$ cat config.mk
export PLATFORM = sky130hd
export DESIGN_NAME = sprite_compositor
export DESIGN_NICKNAME = d
export VERILOG_FILES = /design/src/rtl/dino_pkg.sv /design/src/rtl/obstacle_scroller.sv /design/src/rtl/sprite_compositor.sv
export SDC_FILE = /design/constraint.sdc
export NUM_CORES = 1
export LEC_CHECK = 0
export CAP_MARGIN = 20
export CORE_AREA = 2 2 209 231
export CTS_CLUSTER_DIAMETER = 120
export DETAILED_ROUTE_END_ITERATION = 6
export DIE_AREA = 0 0 211 233
export PLACE_DENSITY = 0.53
export SETUP_SLACK_MARGIN = 0.2
export SYNTH_ARGS = -nofsm -noshare
export SYNTH_HDL_FRONTEND = slang
export SYNTH_SLANG_ARGS = --single-unit
export TNS_END_PERCENT = 20
$ cat constraint.sdc
create_clock -name clk -period 4.83 [get_ports clk]
set_input_delay 0.483 -clock clk [delete_from_list [all_inputs] [get_ports clk]]
set_output_delay 0.483 -clock clk [all_outputs]
set_load 0.1 [all_outputs]
$ cat src/rtl/dino_pkg.sv
// dino_pkg: shared sprite geometry, spawn layout, colours and run-state encoding for the sprite compositor.
package dino_pkg;
  localparam int PL_W      = 60;
  localparam int PL_H      = 60;
  localparam int OB_W      = 49;
  localparam int OB_H      = 80;
  localparam int SCR_W     = 640;
  localparam int GROUND    = 335;
  localparam int OB_Y      = GROUND - OB_H;
  localparam int SPAWN_X   = 640;
  localparam int SPAWN_GAP = 200;
  localparam logic [11:0] FG_COLOR = 12'h000;
  localparam logic [11:0] BG_COLOR = 12'hFFF;
  typedef logic [1:0] state_t;
  localparam state_t IDLE  = 2'd0;
  localparam state_t RUN   = 2'd1;
  localparam state_t CRASH = 2'd2;
  function automatic logic [10:0] spawn_x(input int i);
    return 11'(SPAWN_X + i * SPAWN_GAP);
  endfunction
endpackage

$ cat src/rtl/obstacle_scroller.sv
// obstacle_scroller: per-channel obstacle x positions with respawn, per-frame scroll and wrap back to the spawn column.
module obstacle_scroller
  import dino_pkg::*;
#(
  parameter int NUM_OBST = 3
) (
  input  logic                   clk,
  input  logic                   reset,
  input  logic                   respawn_i,
  input  logic                   step_i,
  input  logic [3:0]             speed_i,
  output logic [NUM_OBST*11-1:0] ox_o
);
  for (genvar i = 0; i < NUM_OBST; i++) begin : g_ch
    logic [10:0] x_q, x_d;
    always_comb x_d = respawn_i ? spawn_x(i) :
                      !step_i ? x_q :
                      (x_q <= 11'(speed_i)) ? 11'(SPAWN_X) : x_q - 11'(speed_i);
    always_ff @(posedge clk or posedge reset)
      if (reset) x_q <= spawn_x(i);
      else x_q <= x_d;
    assign ox_o[11*i+:11] = x_q;
  end
endmodule

$ cat src/rtl/sprite_compositor.sv
// sprite_compositor: two-stage pixel pipeline compositing player, obstacles and background, plus run/crash FSM and score.
module sprite_compositor
  import dino_pkg::*;
#(
  parameter int NUM_OBST = 3
) (
  input  logic                   clk,
  input  logic                   reset,
  input  logic                   pix_en_i,
  input  logic                   frame_end_i,
  input  logic                   active_i,
  input  logic                   hsync_i,
  input  logic                   vsync_i,
  input  logic [9:0]             x_i,
  input  logic [8:0]             y_i,
  input  logic [9:0]             pl_x_i,
  input  logic [8:0]             pl_y_i,
  input  logic [3:0]             speed_i,
  input  logic                   start_i,
  output logic [11:0]            pl_addr_o,
  input  logic                   pl_bit_i,
  output logic [NUM_OBST*13-1:0] ob_addr_o,
  input  logic [NUM_OBST-1:0]    ob_bit_i,
  output logic [18:0]            bg_addr_o,
  input  logic                   bg_bit_i,
  output logic [11:0]            rgb_o,
  output logic                   hsync_o,
  output logic                   vsync_o,
  output logic                   collision_o,
  output logic [15:0]            score_o
);
  state_t state_q, state_d;
  logic [15:0] score_q, score_d;
  logic hit_q, hit_d;
  logic [NUM_OBST*11-1:0] ox;
  logic run, respawn, step;
  logic pl_in;
  logic [NUM_OBST-1:0] ob_in;
  logic [11:0] pl_addr_d;
  logic [NUM_OBST*13-1:0] ob_addr_d;
  logic [18:0] bg_addr_d;
  logic act1_q, hs1_q, vs1_q, pl_in1_q;
  logic [NUM_OBST-1:0] ob_in1_q;
  logic [11:0] pl_addr_q;
  logic [NUM_OBST*13-1:0] ob_addr_q;
  logic [18:0] bg_addr_q;
  logic [11:0] rgb_q, rgb_d;
  logic hs2_q, vs2_q;
  logic pl_op, ob_op, hit;
  always_comb begin
    pl_in = x_i >= pl_x_i && {1'b0, x_i} < {1'b0, pl_x_i} + 11'(PL_W) &&
            y_i >= pl_y_i && {1'b0, y_i} < {1'b0, pl_y_i} + 10'(PL_H);
    pl_addr_d = pl_in ? 12'((y_i - pl_y_i) * PL_W + (x_i - pl_x_i)) : '0;
    bg_addr_d = 19'(x_i + SCR_W * y_i);
  end
  for (genvar i = 0; i < NUM_OBST; i++) begin : g_ob
    assign ob_in[i] = {1'b0, x_i} >= ox[11*i+:11] && {1'b0, x_i} < ox[11*i+:11] + 11'(OB_W) &&
                      y_i >= 9'(OB_Y) && y_i < 9'(OB_Y + OB_H);
    assign ob_addr_d[13*i+:13] = ob_in[i] ?
      13'((y_i - 9'(OB_Y)) * OB_W + ({1'b0, x_i} - ox[11*i+:11])) : '0;
  end
  // ROM bits arriving now belong to the pixel held in S1.
  always_comb begin
    pl_op = pl_in1_q & pl_bit_i;
    ob_op = |(ob_in1_q & ob_bit_i);
    hit   = act1_q & pl_op & ob_op;
    rgb_d = !act1_q ? 12'h000 : (pl_op | ob_op | bg_bit_i) ? FG_COLOR : BG_COLOR;
  end
  always_ff @(posedge clk or posedge reset)
    if (reset) begin
      act1_q    <= 1'b0;
      hs1_q     <= 1'b0;
      vs1_q     <= 1'b0;
      pl_in1_q  <= 1'b0;
      ob_in1_q  <= '0;
      pl_addr_q <= '0;
      ob_addr_q <= '0;
      bg_addr_q <= '0;
      rgb_q     <= '0;
      hs2_q     <= 1'b0;
      vs2_q     <= 1'b0;
    end else if (pix_en_i) begin
      act1_q    <= active_i;
      hs1_q     <= hsync_i;
      vs1_q     <= vsync_i;
      pl_in1_q  <= pl_in;
      ob_in1_q  <= ob_in;
      pl_addr_q <= pl_addr_d;
      ob_addr_q <= ob_addr_d;
      bg_addr_q <= bg_addr_d;
      rgb_q     <= rgb_d;
      hs2_q     <= hs1_q;
      vs2_q     <= vs1_q;
    end
  // A hit seen in the frame_end cycle is carried into the next frame.
  always_comb begin
    run     = state_q == RUN;
    respawn = start_i & !run;
    step    = run & frame_end_i & !hit_q;
    hit_d   = frame_end_i ? (pix_en_i & hit) : (hit_q | (pix_en_i & hit));
    state_d = respawn ? RUN : (run & frame_end_i & hit_q) ? CRASH : state_q;
    score_d = respawn ? 16'h0000 : (step && score_q != 16'hFFFF) ? score_q + 16'd1 : score_q;
  end
  always_ff @(posedge clk or posedge reset)
    if (reset) begin
      state_q <= IDLE;
      score_q <= '0;
      hit_q   <= 1'b0;
    end else begin
      state_q <= state_d;
      score_q <= score_d;
      hit_q   <= hit_d;
    end
  obstacle_scroller #(.NUM_OBST(NUM_OBST)) u_scroll (
    .clk      (clk),
    .reset    (reset),
    .respawn_i(respawn),
    .step_i   (step),
    .speed_i  (speed_i),
    .ox_o     (ox)
  );
  assign pl_addr_o   = pl_addr_q;
  assign ob_addr_o   = ob_addr_q;
  assign bg_addr_o   = bg_addr_q;
  assign rgb_o       = rgb_q;
  assign hsync_o     = hs2_q;
  assign vsync_o     = vs2_q;
  assign collision_o = state_q == CRASH;
  assign score_o     = score_q;
endmodule

# After elaboration in Yosys (flattened, before gate mapping)
# Cells that the tools add are included.
# op_classes
addsub,20
mul,3
n_lt_le_gt_ge,15
n_eq_ne,3
n_mux,20
n_bitwise,12
n_reduce_logical,19
# op_table
cell,count
$mux W11,9
$lt A10 B11 Y1,4
$mux W13,3
$mux W12,3
$sub A10 B11 Y12,3
$add A11 B6 Y11 const B,3
$ge A10 B11 Y1,3
$le A11 B4 Y1,3
$sub A11 B4 Y11,3
$mul A32 B4 Y10 const B,1
$mux W16,2
$add A13 B13 Y13,2
$add A10 B19 Y19,1
$add A16 B1 Y16 const B,1
$ne A16 B16 Y1 const B,1
$add A13 B12 Y13,1
$logic_and A1 B1 Y1,13
$mul A10 B7 Y13 const B,1
$add A12 B12 Y12,1
$mul A3 B9 Y12 const A,1
$add A10 B6 Y11 const B,1
$sub A10 B10 Y11,1
$add A9 B6 Y10 const B,1
$ge A10 B10 Y1,1
other kinds (16),29
# totals
reg_bits,143
inputBits,55
out_inout_bits,101

# Depth between registers and ports, before layout
# logic_depth
ltp_word,6
depth_mapped,24
ltp_nobuf,23

# Modules after synthesis
# Synthesis repeated with hierarchy kept, for this count alone.
# unflattened
hier_cells,1629
area_unflattened_um2,14077.3
# by_module_without_submodules
mod,instances,cells_each,area_per_inst_um2,seq_area_each_um2
sprite_compositor,1,1380,11842.6,2477.4
obstacle_scroller,1,249,2234.6,835.8

# Least setup slack after synthesis
# No wires, ideal clock.
# synth_timing
path_type,input to register
start,input y_i[0]
end,"register pl_addr_q[11], in the netlist pl_addr_o[11]"
setup_time_ns,0.078
arrival_time_ns,4.868
setup_slack_ns,-0.115
path_stages,22
path_buffers,1
path_cell_list,buf_6 > inv_1 > ha_1 > inv_1 > fa_1 > xnor2_1 > inv_1 > xnor2_1 > xnor2_1 > fa_1 > inv_1 > ha_1 > nor2b_1 > o21ai_0 > nand2b_1 > xor2_1 > ha_1 > o41ai_1 > o21ai_0 > xor2_1 > xnor3_1 > o2bb2ai_1
# synth_via
elab_chain_cells,4
elab_cells_between_ends,8
cone_classes,add/sub (2); mul (1); order compare (2); mux (1); reduce/logical (2)
# synth_lines
element,line_no,text
start: declaration,sprite_compositor.sv:15,"input logic [8:0] y_i,"
$sub A9 B9 Y10 or $ge A9 B9 Y1 (tied branches),"sprite_compositor.sv:53, sprite_compositor.sv:52",
$mul A32 B4 Y10 or $logic_and A1 B1 Y1 (tied branches),"sprite_compositor.sv:53, sprite_compositor.sv:51",
$add A12 B12 Y12 or $logic_and A1 B1 Y1 (tied branches),"sprite_compositor.sv:53, sprite_compositor.sv:52",
$mux W12 (*),sprite_compositor.sv:53,pl_addr_d = pl_in ? 12'((y_i - pl_y_i) * PL_W + (x_i - pl_x_i)) : '0;
end signal: assignment,sprite_compositor.sv:88,pl_addr_q <= pl_addr_d;
end: declaration,sprite_compositor.sv:44,logic [11:0] pl_addr_q;
# Mark *: on every way between the ends. The rest lies on a longest branch, timed or not.
# A chain may end at the register's enable or synchronous reset.

# Worst setup path after layout
# layout_timing
start,input pl_y_i[2]
end,"register pl_addr_q[11], in the netlist pl_addr_o[11]"
# layout_via
elab_chain_cells,4
elab_cells_between_ends,9
cone_classes,add/sub (3); mul (1); order compare (2); mux (1); reduce/logical (2)
# layout_lines
element,line_no,text
start: declaration,sprite_compositor.sv:17,"input logic [8:0] pl_y_i,"
$sub A9 B9 Y10 (tied with other cells),sprite_compositor.sv:53,
$mul A32 B4 Y10 (tied with other cells),sprite_compositor.sv:53,
$add A12 B12 Y12 or $logic_and A1 B1 Y1 (tied branches),"sprite_compositor.sv:53, sprite_compositor.sv:52",
$mux W12 (*),sprite_compositor.sv:53,
# Marks and branches as above.

==> results.md <==
- Switching Share: 0.4859
- I/O pins: 156
- Number of placed instances with taps included: 2429
- Drt wl/cell: 17.40 um
- Pre-Repair DR Iteration Count: 5
- Data arrival time of the critical path: 4.89 ns
- Placed wire-length estimate after detailed placement: 35160 um
- Most used flip-flop cell after synthesis: sky130_fd_sc_hd__dfrtp_1
- Utilization of the core after routing: 0.3911
- Maxcap violations: 0
- Hold/Removal Path Class: in -> reg
- Non-filler instance count after layout: 2471
- Clock tree from TritonCTS: yes
- CTS HTree Levels: 4
- Pint: 7478 uW
- Relative area change from synthesis to final layout: 31.41%
- Share of power burned in registers: 0.122
- RSZ-0062 raised after global routing: yes
- Clock Tree Buf Depth: 2
- DP Area: 17270 um^2
- Clock share of power: 0.096
- Total of hold buffers inserted after clock tree synthesis: 0
- Final Routed Wirelength: 43010 um
- Final setup viols: 0
- Total Die Area: 49160 um^2
- Register clock-pin slew on the reported worst setup and hold paths: 0.06 ns
- Switching power summed over all nets: 7066 uW
- Die width: 211 um
- Data required time at the worst endpoint: 5.23 ns
- Routability-driven placement congestion ratio: 0.9021
- Inserted Clock Buffers: 17
- Final count of pins violating max slew: 0
- Fraction of synthesis flops using an asynchronous set or reset pin: 1.000
- Largest net degree at the start of global routing: 72
- Initial antenna violation count: 0
- Critical register-to-register path startpoint: u_scroll.g_ch[1].x_q[1]$_DFFE_PP0P_
- Result of the run: complete, no violations
- Number of buffers inserted by port buffering: 155
- Number of synthesized flops with an enable pin: 0
- GRT Overall Usage: 0.1784
- Peak Freq: 0.2228 GHz
- Antenna viol nets, final: 0
- Total number of clock tree sinks: 132
- Root cell of the clock tree: sky130_fd_sc_hd__clkbuf_16
- Fin crit share: 0.9294
- Number of warnings reported in the yosys synthesis log: 0
- Portion of total power attributed to combinational logic: 0.783
- Worst max-slew margin expressed relative to the limit: 0.2971
- Slew at the pin with the worst max-slew slack: 1.051 ns
- Area of the mapped netlist: 13880 um^2
- Crit path max fanout: 3
- Number of standard cells after synthesis: 1554
- Starting DRT DRC Count: 550
- DR vias: 12360
- Y dimension of the die: 233 um
- Final standard cell area without fillers: 18240 um^2
- Antenna diode instance count: 0
- Detail-routed via count per cell: 5.001
- Crit Path Category: in -> reg
- Fill cell total of the finished layout: 4649
- Reg2Reg Depth: 14
- #FFs+latches synth: 132
- Layout Skew: 0.01005 ns
- Grt total ovfl: 0
- Critical hold path startpoint: pix_en_i
- Min cycle time layout: 4.489 ns
- Vias in the first global route: 12580
- Share of cells above drive strength 1: 0.1716
- Leakage power total: 0.008386 uW
- Syn Nets: 1849
- # DRC: 0
- Endpoint type of the worst setup path: flop
- Number of placement rows: 83
- Area of the core region: 46630 um^2
- Startpoint of the worst setup timing path: pl_y_i[2]
- Final Hold Violating Endpoints: 0
- CP startpoint kind: input pin
- Worst-skew pair later-pin latency: 0.47 ns
- Max VDD drop: 0.4428 mV
- Mean instance size in the synthesized netlist: 8.930 um^2
- Number of unique standard cell types used by synthesis: 84
- Worst Hold Depth: 2
- Portion of the post-synthesis area used by sequential elements: 0.2388
- PD cells: 797.5 nW/um^2
- First-pass GRT wire length: 67270 um
- Count of nets after finishing: 2158
- Starting Density: 0.2976
state kept, by name, indices dropped and copies added, names as in the netlist:
register / count
act1_q: 1
bg_addr_o: 19
hit_q: 1
hs1_q: 1
hsync_o: 1
ob_addr_o: 39
ob_in1_q: 3
pl_addr_o: 12
pl_in1_q: 1
rgb_o: 1
score_o: 16
state_q: 2
u_scroll.g_ch.x_q: 33
vs1_q: 1
vsync_o: 1
power by group through the flow:
stage | Sequential (uW) | Clock [uW] | Combinational, uW
floorplan | 2760 | 0 | 6510
global placement | 1780 | 0 | 10800
detailed placement | 1780 | 0 | 10900
CTS | 1770 | 1450 | 11200
global route | 1820 | 1490 | 12500
finish | 1770 | 1390 | 11400
path summary, 6_finish.rpt:
path | slack (ns) | endpoint
worst min register to register | 0.48 | pl_addr_o[8]$_DFFE_PP0P_
min in group asynchronous | 0.51 | ob_addr_o[38]$_DFFE_PP0P_
worst min-delay path | 0.45 | ob_addr_o[12]$_DFFE_PP0P_
worst max-delay path | 0.34 | pl_addr_o[11]$_DFFE_PP0P_
max in group asynchronous | 3.37 | bg_addr_o[2]$_DFFE_PP0P_
worst max register to register | 0.86 | ob_addr_o[25]$_DFFE_PP0P_
cell families (layout without fill, tap and decap cells):
logic type	Yosys count	count (layout)	share of synthesized area
XOR/XNOR	166	166	0.1110
flip-flops	132	132	0.2388
AO/OA/AOI/OAI	401	401	0.2037
buffers and inverters	208	530	0.06086
adder cells (fa/ha/maj)	241	241	0.2323
AND/OR/NAND/NOR	388	388	0.1389
multiplexers	18	18	0.01452
per-layer routing:
layer | GRT usage | up-vias | wire, um
met4 | 0.07196 | 0 | 1367
met2 | 0.3068 | 222 | 20820
met1 | 0.2180 | 5879 | 19180
met5 | 0 | - | 0
li1 | - | 6196 | -
met3 | 0.03496 | 60 | 1638
through the flow:
step | power [uW] | hold WS (ns) | setup slack (ns) | setup TNS [ns]
floorplan | 9272 | 0.4544 | 0.1716 | 0
global placement | 12590 | 0.4626 | -0.4996 | -5.048
detailed placement | 12730 | 0.4727 | -0.6064 | -6.313
CTS | 14440 | 0.3968 | 0.1664 | 0
global route | 15810 | 0.4322 | 0.1667 | 0
finish | 14540 | 0.4461 | 0.3408 | 0
area by class of cell:
type	instances	area [um^2]	share of cell area
clock buffers	21	460.4	0.02525
inverters	169	644.4	0.03533
flip-flops and latches	132	3313	0.1817
multi-input cells	1214	10060	0.5516
clock inverters	11	150.1	0.008233
repair buffers	329	2865	0.1571
well taps	595	744.5	0.04082
synthesized netlist by cell type, types with 7 or more instances:
library cell	count	area, um^2
sky130_fd_sc_hd__a2111oi_0	7	61.31
sky130_fd_sc_hd__a211oi_1	11	82.58
sky130_fd_sc_hd__a21o_1	41	307.8
sky130_fd_sc_hd__a21oi_1	96	480.5
sky130_fd_sc_hd__a22o_1	16	140.1
sky130_fd_sc_hd__a31oi_1	8	50.05
sky130_fd_sc_hd__and2_1	10	62.56
sky130_fd_sc_hd__and3_1	10	62.56
sky130_fd_sc_hd__buf_4	11	82.58
sky130_fd_sc_hd__clkbuf_1	20	75.07
sky130_fd_sc_hd__dfrtp_1	124	3103
sky130_fd_sc_hd__dfstp_2	8	210.2
sky130_fd_sc_hd__fa_1	28	560.5
sky130_fd_sc_hd__ha_1	212	2653
sky130_fd_sc_hd__inv_1	169	634.4
sky130_fd_sc_hd__mux2_2	17	191.4
sky130_fd_sc_hd__nand2_1	72	270.3
sky130_fd_sc_hd__nand2b_1	15	93.84
sky130_fd_sc_hd__nand3_1	40	200.2
sky130_fd_sc_hd__nand4_1	24	150.1
sky130_fd_sc_hd__nor2_1	109	409.1
sky130_fd_sc_hd__nor2b_1	23	143.9
sky130_fd_sc_hd__nor3_1	36	180.2
sky130_fd_sc_hd__nor4_1	10	62.56
sky130_fd_sc_hd__o211ai_1	9	67.56
sky130_fd_sc_hd__o21a_1	24	180.2
sky130_fd_sc_hd__o21ai_0	77	385.4
sky130_fd_sc_hd__o21bai_1	15	112.6
sky130_fd_sc_hd__o2bb2ai_1	18	157.7
sky130_fd_sc_hd__o2bb2ai_2	8	120.1
sky130_fd_sc_hd__o32ai_1	13	113.9
sky130_fd_sc_hd__or3_1	12	75.07
sky130_fd_sc_hd__xnor2_1	111	972.2
sky130_fd_sc_hd__xor2_1	48	420.4
worst max-delay path, cell delays in order:
cell and delay [ns]:
sky130_fd_sc_hd__clkdlybuf4s50_1 0.51, sky130_fd_sc_hd__inv_2 0.07, sky130_fd_sc_hd__ha_4 0.27, sky130_fd_sc_hd__o21ai_1 0.08
sky130_fd_sc_hd__buf_4 0.14, sky130_fd_sc_hd__a21oi_2 0.15, sky130_fd_sc_hd__nor2_2 0.07, sky130_fd_sc_hd__xor2_2 0.28
sky130_fd_sc_hd__inv_1 0.11, sky130_fd_sc_hd__fa_1 0.53, sky130_fd_sc_hd__inv_1 0.05, sky130_fd_sc_hd__fa_1 0.54
sky130_fd_sc_hd__inv_1 0.04, sky130_fd_sc_hd__ha_1 0.31, sky130_fd_sc_hd__xnor2_1 0.14, sky130_fd_sc_hd__ha_1 0.33
sky130_fd_sc_hd__nand2_1 0.08, sky130_fd_sc_hd__o21ai_2 0.13, sky130_fd_sc_hd__xor2_1 0.18, sky130_fd_sc_hd__xnor3_1 0.23
sky130_fd_sc_hd__o2bb2ai_1 0.14
cell usage in the layout, fill, tap and decap left out, types with 12 or more instances in the layout:
master                            netlist  routed
sky130_fd_sc_hd__a21o_1                41      41
sky130_fd_sc_hd__a21oi_1               96      90
sky130_fd_sc_hd__a22o_1                16      16
sky130_fd_sc_hd__buf_4                 11     171
sky130_fd_sc_hd__clkbuf_16              0      17
sky130_fd_sc_hd__clkdlybuf4s50_1        0     146
sky130_fd_sc_hd__dfrtp_1              124     124
sky130_fd_sc_hd__fa_1                  28      26
sky130_fd_sc_hd__ha_1                 212     203
sky130_fd_sc_hd__inv_1                169     160
sky130_fd_sc_hd__mux2_2                17      17
sky130_fd_sc_hd__nand2_1               72      72
sky130_fd_sc_hd__nand2b_1              15      15
sky130_fd_sc_hd__nand3_1               40      39
sky130_fd_sc_hd__nand4_1               24      24
sky130_fd_sc_hd__nor2_1               109     106
sky130_fd_sc_hd__nor2b_1               23      23
sky130_fd_sc_hd__nor3_1                36      33
sky130_fd_sc_hd__o21a_1                24      24
sky130_fd_sc_hd__o21ai_0               77      71
sky130_fd_sc_hd__o21bai_1              15      15
sky130_fd_sc_hd__o2bb2ai_1             18      18
sky130_fd_sc_hd__o32ai_1               13      13
sky130_fd_sc_hd__or3_1                 12      12
sky130_fd_sc_hd__xnor2_1              111     101
sky130_fd_sc_hd__xor2_1                48      45
what timing repair did:
| item | in CTS | in global routing |
|---|---|---|
| buffers inserted | 3 | 7 |
| hold endpoints to repair | 0 | 0 |
| gates resized for setup | 30 | 50 |
| cloned | 0 | 0 |
| pin swaps | 18 | 30 |
| setup endpoints to repair | 9 | 11 |
(Power assumes the default switching activity.)
